===== src/rtl/vita_frame_packer.sv =====
// VITA2000 capture front end: packs BEATS lane beats into one frame-buffer word,
// with armed single-shot/continuous capture, frame markers, frame count and sticky sync errors.
module vita_frame_packer #(
    parameter int  LANES = 4,
    parameter int  PIX_W = 8,
    parameter int  BEATS = 2,
    parameter int  CNT_W = 16,
    localparam int OUT_W = LANES * PIX_W * BEATS
) (
    input  logic                     par_clock,
    input  logic                     rst,
    input  logic [LANES*PIX_W-1:0]   cam_d,
    input  logic                     FS,
    input  logic                     FE,
    input  logic                     INV,
    input  logic                     REC,
    input  logic                     arm,
    input  logic                     cont,
    output logic                     we,
    output logic [OUT_W-1:0]         pixels,
    output logic                     sof,
    output logic                     eof,
    output logic [CNT_W-1:0]         frame_count,
    output logic                     err_abort,
    output logic                     err_sync
);

    localparam int BEAT_W = LANES * PIX_W;
    localparam int IDX_W  = (BEATS > 1) ? $clog2(BEATS) : 1;

    typedef enum logic [2:0] {
        S_IDLE  = 3'b001,
        S_ARMED = 3'b010,
        S_CAPT  = 3'b100
    } state_e;

    state_e           state_q, state_d;
    logic             accept, start, last, abort, resync;
    logic [IDX_W-1:0] beat_q, beat_d, idx;
    logic [OUT_W-1:0] acc_q, acc_d, word, pixels_q, pixels_d;
    logic             first_q, first_d, complete;
    logic             we_q, we_d, sof_q, sof_d, eof_q, eof_d;
    logic [CNT_W-1:0] count_q, count_d;
    logic             err_abort_q, err_abort_d, err_sync_q, err_sync_d;

    always_ff @(posedge par_clock) begin
        if (rst) state_q <= S_IDLE;
        else     state_q <= state_d;
    end

    // Next state plus the beat-level events that the datapath consumes.
    always_comb begin
        // NOTE: every combinational output gets a default first so no path infers a latch.
        state_d = state_q;
        accept  = 1'b0;
        start   = 1'b0;
        last    = 1'b0;
        abort   = 1'b0;
        resync  = 1'b0;
        case (state_q)
            S_IDLE: begin
                if (arm) state_d = S_ARMED;
            end
            S_ARMED: begin
                if (FS && !INV) begin
                    accept  = 1'b1;
                    start   = 1'b1;
                    last    = FE;
                    state_d = FE ? (cont ? S_ARMED : S_IDLE) : S_CAPT;
                end
            end
            S_CAPT: begin
                if (INV) begin
                    abort   = 1'b1;
                    state_d = cont ? S_ARMED : S_IDLE;
                end else if (FS) begin
                    resync = 1'b1;
                    accept = 1'b1;
                    start  = 1'b1;
                end else if (REC) begin
                    accept = 1'b1;
                    last   = FE;
                    if (FE) state_d = cont ? S_ARMED : S_IDLE;
                end
            end
            default: state_d = S_IDLE;
        endcase
    end

    // Packing datapath; the accumulator is kept zero between words so a frame-end
    // word carries zeros in every slot it never filled.
    always_comb begin
        idx  = start ? '0 : beat_q;
        word = start ? '0 : acc_q;
        word[int'(idx) * BEAT_W +: BEAT_W] = cam_d;
        complete = accept && ((idx == IDX_W'(BEATS - 1)) || last);

        we_d     = complete;
        pixels_d = complete ? word : pixels_q;
        sof_d    = complete && (start || first_q);
        eof_d    = complete && last;
        count_d  = (complete && last) ? count_q + 1'b1 : count_q;

        acc_d   = acc_q;
        beat_d  = beat_q;
        first_d = first_q;
        if (abort || complete) begin
            acc_d   = '0;
            beat_d  = '0;
            first_d = 1'b0;
        end else if (accept) begin
            acc_d   = word;
            beat_d  = idx + 1'b1;
            first_d = start || first_q;
        end

        err_abort_d = abort  || (err_abort_q && !arm);
        err_sync_d  = resync || (err_sync_q  && !arm);
    end

    always_ff @(posedge par_clock) begin
        if (rst) begin
            acc_q       <= '0;
            beat_q      <= '0;
            first_q     <= 1'b0;
            we_q        <= 1'b0;
            pixels_q    <= '0;
            sof_q       <= 1'b0;
            eof_q       <= 1'b0;
            count_q     <= '0;
            err_abort_q <= 1'b0;
            err_sync_q  <= 1'b0;
        end else begin
            acc_q       <= acc_d;
            beat_q      <= beat_d;
            first_q     <= first_d;
            we_q        <= we_d;
            pixels_q    <= pixels_d;
            sof_q       <= sof_d;
            eof_q       <= eof_d;
            count_q     <= count_d;
            err_abort_q <= err_abort_d;
            err_sync_q  <= err_sync_d;
        end
    end

    assign we          = we_q;
    assign pixels      = pixels_q;
    assign sof         = sof_q;
    assign eof         = eof_q;
    assign frame_count = count_q;
    assign err_abort   = err_abort_q;
    assign err_sync    = err_sync_q;

endmodule


===== config.mk =====
export PLATFORM = sky130hd
export DESIGN_NAME = vita_frame_packer
export DESIGN_NICKNAME = d
export VERILOG_FILES = /design/src/rtl/vita_frame_packer.sv
export SDC_FILE = /design/constraint.sdc
export NUM_CORES = 1
export LEC_CHECK = 0
export CORE_UTILIZATION = 35
export DETAILED_ROUTE_END_ITERATION = 10
export PLACE_DENSITY_LB_ADDON = 0.15
export SLEW_MARGIN = 20
export SYNTH_ARGS = -nofsm -noshare
export SYNTH_HDL_FRONTEND = slang
export SYNTH_SLANG_ARGS = --single-unit

===== constraint.sdc =====
create_clock -name par_clock -period 2.3 [get_ports par_clock]
set_input_delay 0.46 -clock par_clock [delete_from_list [all_inputs] [get_ports par_clock]]
set_output_delay 0.46 -clock par_clock [all_outputs]
set_load 0.01 [all_outputs]

== Word level (Yosys, flattened, before mapping) ==
Cells that the tools add are included.
Widths: inputs -> output; s select.
Storage, ports and cells
  output and inout port bits: 85
  register bits: 154
  input port bits: 40
  word-level logic and storage cells: 67
Operators by class
  eq/ne operators: 8
  multiplexer cells: 28
  $add $sub $neg: 3
  reductions and logical operators: 15
  shift-type cells: 2
Operator list (count)
  $bwmux 64: 1
  $mux 64: 1
  $shift 32x33->64 const A: 1
  $shiftx 32x33->64: 1
  $neg 6->33: 1
  $mux 3: 7
  $add 16x1->16 const B: 1
  $mux 1: 14
  $ne 3x3->1 const B: 3
  $pmux 3 s3: 1
  $logic_and 1x1->1: 6
  $pmux 1 s2: 3
  $logic_or 1x1->1: 5
  $reduce_and 5->1: 1
  $ne 2x2->1 const B: 2
  $eq 3x1->1 const B: 1
  $eq 3x2->1 const B: 1
  $eq 3x3->1 const B: 1
  $logic_not 1->1: 2
  $mux 2: 1
  $reduce_or 2->1: 1
  $add 1x1->1 const B: 1

== Logic depth before layout (Yosys ltp) ==
Gate-level depths: netlist of run 1.
  depth in word-level cells: 9
  mapped depth: 9
  gate-level depth less buffers: 5

== Least setup slack after synthesis of run 1 ==
Ideal clock, no wire load.
  path kind: register to register
  start: reg state_q[0]
  end: reg pixels_q[60], in the netlist pixels[60]
  data required time: 2230 ps
  period minus slack after synthesis: 1869 ps
  library setup time: 70 ps
  stages on the path, launching flop included: 9
  buffers on the path: 3
  setup slack: 431 ps
  arrival time: 1799 ps
  cell sequence: dfxtp_1 > buf_4 > nor4b_4 > a32o_2 > nor2_1 > buf_2 > buf_6 > or3_1 > a21oi_1
On the way
  cells in the longest elaborated chain, start to end: 6
  elaborated cells on any way between the ends: 13
  classes of those cells: 1 x add/sub; 2 x eq/ne; 2 x shift; 6 x mux; 2 x reduce/logical
RTL lines
  from (decl): RTL line 37  | state_e state_q, state_d;
  from (signal assigned): RTL line 48  | else state_q <= state_d;
  $eq 3x3->1 or $eq 3x2->1 (tied branches): RTL line 60  | case (state_q)
  $pmux 1 s2: RTL line 60
  $mux 1: RTL line 93  | idx = start ? '0 : beat_q;
  $neg 6->33: RTL line 95  | word[int'(idx) * BEAT_W +: BEAT_W] = cam_d;
  $shiftx 32x33->64 or $shift 32x33->64 (tied branches): RTL line 95
  $bwmux 64: RTL line 95
  to (signal assigned): RTL line 138  | pixels_q <= pixels_d;
  to (decl): RTL line 40  | logic [OUT_W-1:0] acc_q, acc_d, word, pixels_q, pixels_d;
Parallel ways exist; a longest one is shown, timed or not.
A chain may end at the register's enable or synchronous reset.

== Final worst setup path of run 1 ==
  start: reg state_q[1]
  end: reg count_q[13], in the netlist frame_count[13]
On the way
  cells in the longest elaborated chain, start to end: 6
  elaborated cells on any way between the ends: 9
  classes of those cells: 2 x eq/ne; 4 x mux; 3 x reduce/logical
RTL lines
  $eq 3x3->1 or $eq 3x2->1 (tied branches): RTL line 60
  $pmux 1 s2: RTL line 60
  $mux 1: RTL line 93
  $logic_or 1x1->1: RTL line 96  | complete = accept && ((idx == IDX_W'(BEATS - 1)) || last);
  $logic_and 1x1->1: RTL line 96
  $logic_and 1x1->1 *: RTL line 102  | count_d = (complete && last) ? count_q + 1'b1 : count_q;
  to (signal assigned): RTL line 141  | count_q <= count_d;
  to (decl): RTL line 43  | logic [CNT_W-1:0] count_q, count_d;
Every way passes the cells marked *; elsewhere a longest branch is shown, timed or not.

==> impl_metrics.env, run 1 <==
export IMPL_clock_power_share_pct=44.0
export IMPL_worstSetupEndpointType="flop"
export IMPL_path_clk_slew_ns=0.06
export IMPL_fp_dieH_microns=136.5
export IMPL_areaGrowthSynthToFinish_pct=36.44
export IMPL_min_to="acc_q[35]"
export IMPL_wire_per_inst_microns=15.85
export IMPL_num_vias=5346
export IMPL_grt_max_degree=89
export IMPL_grt_usage_pct=18.64
export IMPL_synth_cell_types=43
export IMPL_grt_pass1_vias=5355
export IMPL_synth_edf_count=0
export IMPL_rsz0062_at_grt="false"
export IMPL_synth_most_common_cell="dfxtp_1"
export IMPL_ff2ff_setup_slack_ns=0.17
export IMPL_post_cts_setup_buffer_count=0
export IMPL_post_route_period_util_pct=92.51
export IMPL_wl_met1_microns=7922
export IMPL_drtIter0Drc=171
export IMPL_finalSetupViolCount=0
export IMPL_drive_above_1_share_pct=10.57
export IMPL_yosys_top_cells_area="dfxtp_1, mux2i_1, nor2_1"
export IMPL_synth_async_reset_ratio_pct=0
export IMPL_synth_compound_area_share_pct=9.450
export IMPL_fmax_mhz=470.0
export IMPL_cp_start_kind="flop"
export IMPL_synth_top_family_by_area="simple AND/OR/NAND/NOR gates"
export IMPL_cts_root_buf="clkbuf_16"
export IMPL_status="finished clean"
export IMPL_synthAdderAreaFrac_pct=0.1977
export IMPL_drv_slew=0
export IMPL_fin_skew_ns=0.007980
export IMPL_antenna_found_initial=1
export IMPL_min_period_ns=2.128
export IMPL_grt_pass1_wl_microns=27030
export IMPL_place_congestion=0.7919
export IMPL_numCtsBuffers=17
export IMPL_synthTopCellsByCount="dfxtp_1, mux2i_1, nor2_1"
export IMPL_detailed_place_hpwl_microns=11110
export IMPL_path_class="reg2reg"
export IMPL_final_nets=851
export IMPL_pre_cts_ws_ns=-0.2190
export IMPL_firstDrtPassIters=4
export IMPL_synthSimpleGateAreaFrac_pct=20.66
export IMPL_top_layer_used="met4"
export IMPL_ant_nets=0
export IMPL_intPower_mw=4.699
export IMPL_initial_utilization_pct=36.21
export IMPL_synth_flop_cell="dfxtp_1"
export IMPL_p_sw_share_pct=24.95
export IMPL_cts_resized=0
export IMPL_yosys_warnings=0
export IMPL_rows=48
export IMPL_power_per_cell_area_mw_per_mm2=725.1
export IMPL_yosysTopAreaCell="dfxtp_1"
export IMPL_dr_wl_met3_microns=570
export IMPL_avgSynthCellArea_sq_um=9.252
export IMPL_totalWireLength_microns=16630
export IMPL_pin_count=125
export IMPL_cts_sinks=154
export IMPL_setup_ws_ns=0.1724
export IMPL_grt_overflow=0
export IMPL_vias_per_cell=5.096
export IMPL_ys_seq_area_share_pct=48.71
export IMPL_htree_levels=4
export IMPL_comb_power_share_pct=11.3
export IMPL_path_max_fanout=8
export IMPL_synthMuxAreaShare_pct=15.18
export IMPL_hold_class="reg2reg"
export IMPL_yosys_area_top_type_share_pct=48.71
export IMPL_wl_met2_microns=7873
export IMPL_placed_cell_area_sq_mm=0.008040
export IMPL_ctsHoldBuffers=0
export IMPL_cts_buffer_depth=2
export IMPL_drc_errors=0
export IMPL_p_seq_share_pct=44.7
export IMPL_arrival_ns=2.47
export IMPL_power_leakage_nw=3.285
export IMPL_slew_headroom_pct=70.78
export IMPL_die_width_microns=136.5
export IMPL_synth_seq_cells=154
export IMPL_syn_num_nets=725
export IMPL_r2r_end="frame_count[13]"
export IMPL_die_area_sq_mm=0.01862
export IMPL_coreArea_sq_mm=0.01748
export IMPL_clock_latency_ns=0.41
export IMPL_hold_viol=0
export IMPL_cts_tree="done"
export IMPL_final_area_sq_mm=0.008635
export IMPL_reg2reg_depth=5
export IMPL_port_buffers=124
export IMPL_syn_cell_area_sq_mm=0.006329
export IMPL_netSwitchingPower_mw=1.562
export IMPL_ir_worst_vdd_mv=0.5011
export IMPL_r2r_start="state_q[1]"
export IMPL_synthXorXnorAreaFrac_pct=1.522
export IMPL_whs_path_depth=2
export IMPL_worst_pin_slew_ns=0.4382
export IMPL_synthCells=684
export IMPL_cap_violations=0
export IMPL_crit_required_ns=2.65
export IMPL_hold_start="acc_q[35]"
[layer usage]
metal	up-vias	track usage (%)
li1	2677	-
met1	2542	24.14
met2	110	30.80
met3	17	4.101
met4	0	5.556
met5	-	0
[per-stage QoR]
step / std cells / setup TNS (ns) / hold WS, ns / util [%] / power (mW)
floorplan: 684 / 0 / 0.4146 / - / 3.266
global placement: 1016 / -15.25 / 0.4223 / 46.01 / 3.535
CTS: 1048 / 0 / 0.4340 / 49.36 / 6.327
detailed placement: 1016 / -18.84 / 0.4235 / 46.01 / 3.552
finish: 1049 / 0 / 0.4342 / 49.41 / 6.260
global route: 1049 / 0 / 0.4512 / 49.41 / 6.523
[power by group through the flow]
stage                     Combinational [mW]  Sequential, mW  Clock (mW)
after floorplan                        0.448            2.82           0
after global placement                 0.688            2.85           0
after detailed placement               0.702            2.85           0
after CTS                              0.705            2.79        2.83
after global routing                   0.769            2.81        2.95
final                                  0.708            2.80        2.75
[cells in the final DEF (no fill, tap or decap), types with 4 or more instances in the layout]
cell type | Yosys | routed
or3_1 | 34 | 34
mux2i_1 | 96 | 96
xnor2_1 | 8 | 8
clkinvlp_4 | 0 | 4
a211oi_1 | 33 | 33
nand2b_1 | 8 | 6
a21oi_1 | 42 | 42
buf_12 | 0 | 9
buf_4 | 2 | 33
or4_1 | 4 | 4
nand4_1 | 5 | 5
nor4_1 | 34 | 34
nor3_1 | 6 | 5
clkbuf_16 | 0 | 17
dfxtp_1 | 154 | 153
clkdlybuf4s50_1 | 0 | 123
nor2_1 | 84 | 83
nand2_1 | 81 | 81
[area by class of cell]
class                      count  area [sq um]
antenna                        1         2.502
clock buffer                  19         442.9
clock inverter                13         142.6
fill                        1583          8842
inverter                       3         11.26
multi-input combinational    469          3010
sequential                   154          3084
tap                          225         281.5
timing repair buffer         165          1659
[registers in the layout (all words and copies together) (netlist names)]
signal,count
eof,1
frame_count,16
state_q,3
beat_q,1
first_q,1
we,1
acc_q,64
pixels,64
err_abort,1
sof,1
err_sync,1
[cell families after synthesis]
kind of cell,Yosys count
and+or+nand+nor,269
DFF,154
muxes,96
AOI/OAI and AO/OA,92
buffers and inverters,61
xor gates and xnor gates,11
adders and majority gates,1
[worst max-delay path, stage by stage (launching register included)]
cell and delay [ns]:
dfxtp_1 0.54, nor3b_4 0.33, a32o_2 0.28, nand4_2 0.22, or4_1 0.54, a21oi_1 0.15
[worst max path at each step]
stage          startpoint         endpoint  cells after the start
6_report       state_q[1]  frame_count[13]                      5
5_1_grt               INV        acc_q[39]                      9
4_1_cts        state_q[1]       pixels[39]                      7
3_5_place_dp          INV       pixels[39]                      8
3_3_place_gp           FS       pixels[39]                      8
2_1_floorplan  state_q[0]       pixels[60]                      8
(Power assumes the default switching activity.)
==> inputs of run 2 (changes only) <==
--- a/config.mk
+++ b/config.mk
@@ -5,6 +5,7 @@
 export SDC_FILE = /design/constraint.sdc
 export NUM_CORES = 1
 export LEC_CHECK = 0
+export CAP_MARGIN = 20
 export CORE_UTILIZATION = 35
 export DETAILED_ROUTE_END_ITERATION = 10
 export PLACE_DENSITY_LB_ADDON = 0.15
==> results of run 2 <==
Final layout, timing and power as in run 1 (identical DEF).
==> inputs of run 3 (changes only) <==
--- a/config.mk
+++ b/config.mk
@@ -8,6 +8,7 @@
 export CAP_MARGIN = 20
 export CORE_UTILIZATION = 35
 export DETAILED_ROUTE_END_ITERATION = 10
+export GPL_TIMING_DRIVEN = 0
 export PLACE_DENSITY_LB_ADDON = 0.15
 export SLEW_MARGIN = 20
 export SYNTH_ARGS = -nofsm -noshare
==> run 3 against run 2 <==
Against the previous run: clock power rose by 3%; routed wire length rose by 5.1%; hold slack gained 0.0046 ns; combinational power increased by 3%; design area shrank 1.2%; global-route usage is 0.96 points higher; largest power group is now clock; critical endpoint is now pixels[20]; register-to-register slack worse by 0.03 ns; non-clock buffer count rose by 22; critical path depth grew 2; power rose by 0.69%; critical path type is now in2reg; count of clock-buffer cells in the layout stayed put.
==> impl_metrics.env, run 3 (synthesis gave the netlist of run 1 again) <==
export IMPL_hold_viol=0
export IMPL_finalSetupTns_ns=0
export IMPL_final_common_cell="dfxtp_1"
export IMPL_drv_slew=0
export IMPL_hold_class="reg2reg"
export IMPL_totalWireLength_microns=17480
export IMPL_rows=48
export IMPL_worstSetupEndpointType="flop"
export IMPL_path_max_fanout=10
export IMPL_rsz0062_at_grt="true"
export IMPL_power_leakage_nw=3.244
export IMPL_reg2reg_depth=8
export IMPL_num_vias=5434
export IMPL_min_to="acc_q[34]"
export IMPL_initial_utilization_pct=36.21
export IMPL_whs_path_depth=2
export IMPL_cts_sinks=154
export IMPL_final_nets=873
export IMPL_areaGrowthSynthToFinish_pct=34.84
export IMPL_place_congestion=0.7878
export IMPL_pre_cts_ws_ns=-0.7471
export IMPL_grt_usage_pct=19.60
export IMPL_crit_required_ns=2.65
export IMPL_cts_tree="done"
export IMPL_detailed_place_hpwl_microns=12640
export IMPL_status="finished clean"
export IMPL_min_period_ns=2.204
export IMPL_finalSetupViolCount=0
export IMPL_placed_cell_area_sq_mm=0.007841
export IMPL_fmax_mhz=453.8
export IMPL_r2r_start="state_q[0]"
export IMPL_fin_skew_ns=0.007558
export IMPL_grt_max_degree=17
export IMPL_numCtsBuffers=17
export IMPL_die_area_sq_mm=0.01862
export IMPL_antenna_found_initial=0
export IMPL_drc_errors=0
export IMPL_cts_root_buf="clkbuf_16"
export IMPL_die_width_microns=136.5
export IMPL_path_clk_slew_ns=0.06
export IMPL_htree_levels=4
export IMPL_mostFrequentLayoutCells="dfxtp_1, clkdlybuf4s50_1, mux2i_1"
export IMPL_vias_per_cell=5.074
export IMPL_arrival_ns=2.55
export IMPL_cap_violations=0
export IMPL_cp_start_kind="input port"
export IMPL_power_per_cell_area_mw_per_mm2=738.7
export IMPL_r2r_end="pixels[62]"
export IMPL_drive_above_1_share_pct=9.349
export IMPL_firstDrtPassIters=5
export IMPL_layoutNonFillerInstCount=1071
export IMPL_final_area_sq_mm=0.008533
export IMPL_worst_pin_slew_ns=0.7871
export IMPL_post_route_period_util_pct=95.81
export IMPL_grt_pass1_vias=5320
export IMPL_wire_per_inst_microns=16.32
export IMPL_fp_dieH_microns=136.5
export IMPL_port_buffers=123
export IMPL_drtIter0Drc=180
export IMPL_ant_nets=0
export IMPL_path_class="in2reg"
export IMPL_place_inst=1032
export IMPL_slew_headroom_pct=47.53
export IMPL_pin_count=125
export IMPL_grt_pass1_wl_microns=27460
export IMPL_hold_start="acc_q[34]"
export IMPL_cts_buffer_depth=2
export IMPL_num_fill_cells=1637
export IMPL_ff2ff_setup_slack_ns=0.14
export IMPL_clock_latency_ns=0.43
export IMPL_setup_ws_ns=0.09639
export IMPL_grt_overflow=0
export IMPL_coreArea_sq_mm=0.01748
export IMPL_ir_worst_vdd_mv=0.5054
[run 3: cell types whose count changed in the layout (fill, tap and decap cells not counted), moves of 4 or more]
cell,before,now
buf_12,9,0
clkbuf_4,0,5
buf_4,33,10
buf_2,0,16
clkbuf_1,1,27
clkbuf_2,0,4
[run 3: stage by stage]
| step | hold slack [ns] | utilization [%] | power, mW |
|---|---|---|---|
| floorplan | 0.4146 | - | 3.266 |
| global placement | 0.4223 | 44.87 | 3.498 |
| detailed placement | 0.4251 | 44.87 | 3.522 |
| CTS | 0.4360 | 48.65 | 6.353 |
| global route | 0.4537 | 48.81 | 6.537 |
| finish | 0.4387 | 48.83 | 6.304 |
[run 3: area by class of cell]
class | instances | area (sq um) | area share [%]
diodes | 1 | 2.502 | 0.02933
multi-input cells | 469 | 2997 | 35.12
plain buffers | 57 | 276.5 | 3.240
inverters | 3 | 11.26 | 0.1320
clock buffers | 19 | 452.9 | 5.308
well taps | 225 | 281.5 | 3.299
flip-flops and latches | 154 | 3083 | 36.13
repair buffers | 130 | 1289 | 15.10
clock inverters | 13 | 140.1 | 1.642
[run 3: worst max-delay path: stages]
cell and delay [ns]:
clkdlybuf4s50_1 0.53, and3b_1 0.27, a32oi_2 0.43, nand2b_1 0.12, buf_2 0.22, clkbuf_1 0.26, a211oi_1 0.26
[run 3: worst max-delay path by stage]
stage	startpoint	endpoint	slack (ns)
floorplan	state_q[0]	pixels[60]	0.43
global placement	INV	acc_q[18]	-0.68
detailed placement	INV	acc_q[17]	-0.75
CTS	FS	pixels[57]	0.006
global route	state_q[2]	pixels[28]	-0.05
finish	FE	pixels[20]	0.1
[run 3: layer usage]
metal  global-route usage, %  wire, microns
met1                   24.97           8014
met2                   31.87           8397
met3                   4.064            735
met4                   8.457            334
met5                       0              0
[run 3: repair_timing]
action | in CTS | in global routing
hold buffers | 0 | 0
pin swaps | 3 | 1
setup endpoints to repair | 125 | 128
resized for setup | 9 | 10
buffers inserted | 6 | 1
[run 3: power breakdown]
group          total (mW)  leakage (nW)  switching, mW  internal [mW]
registers            2.75          1.24         0.0257           2.73
logic               0.727          1.72          0.416          0.311
clock network        2.82         0.282           1.16           1.66
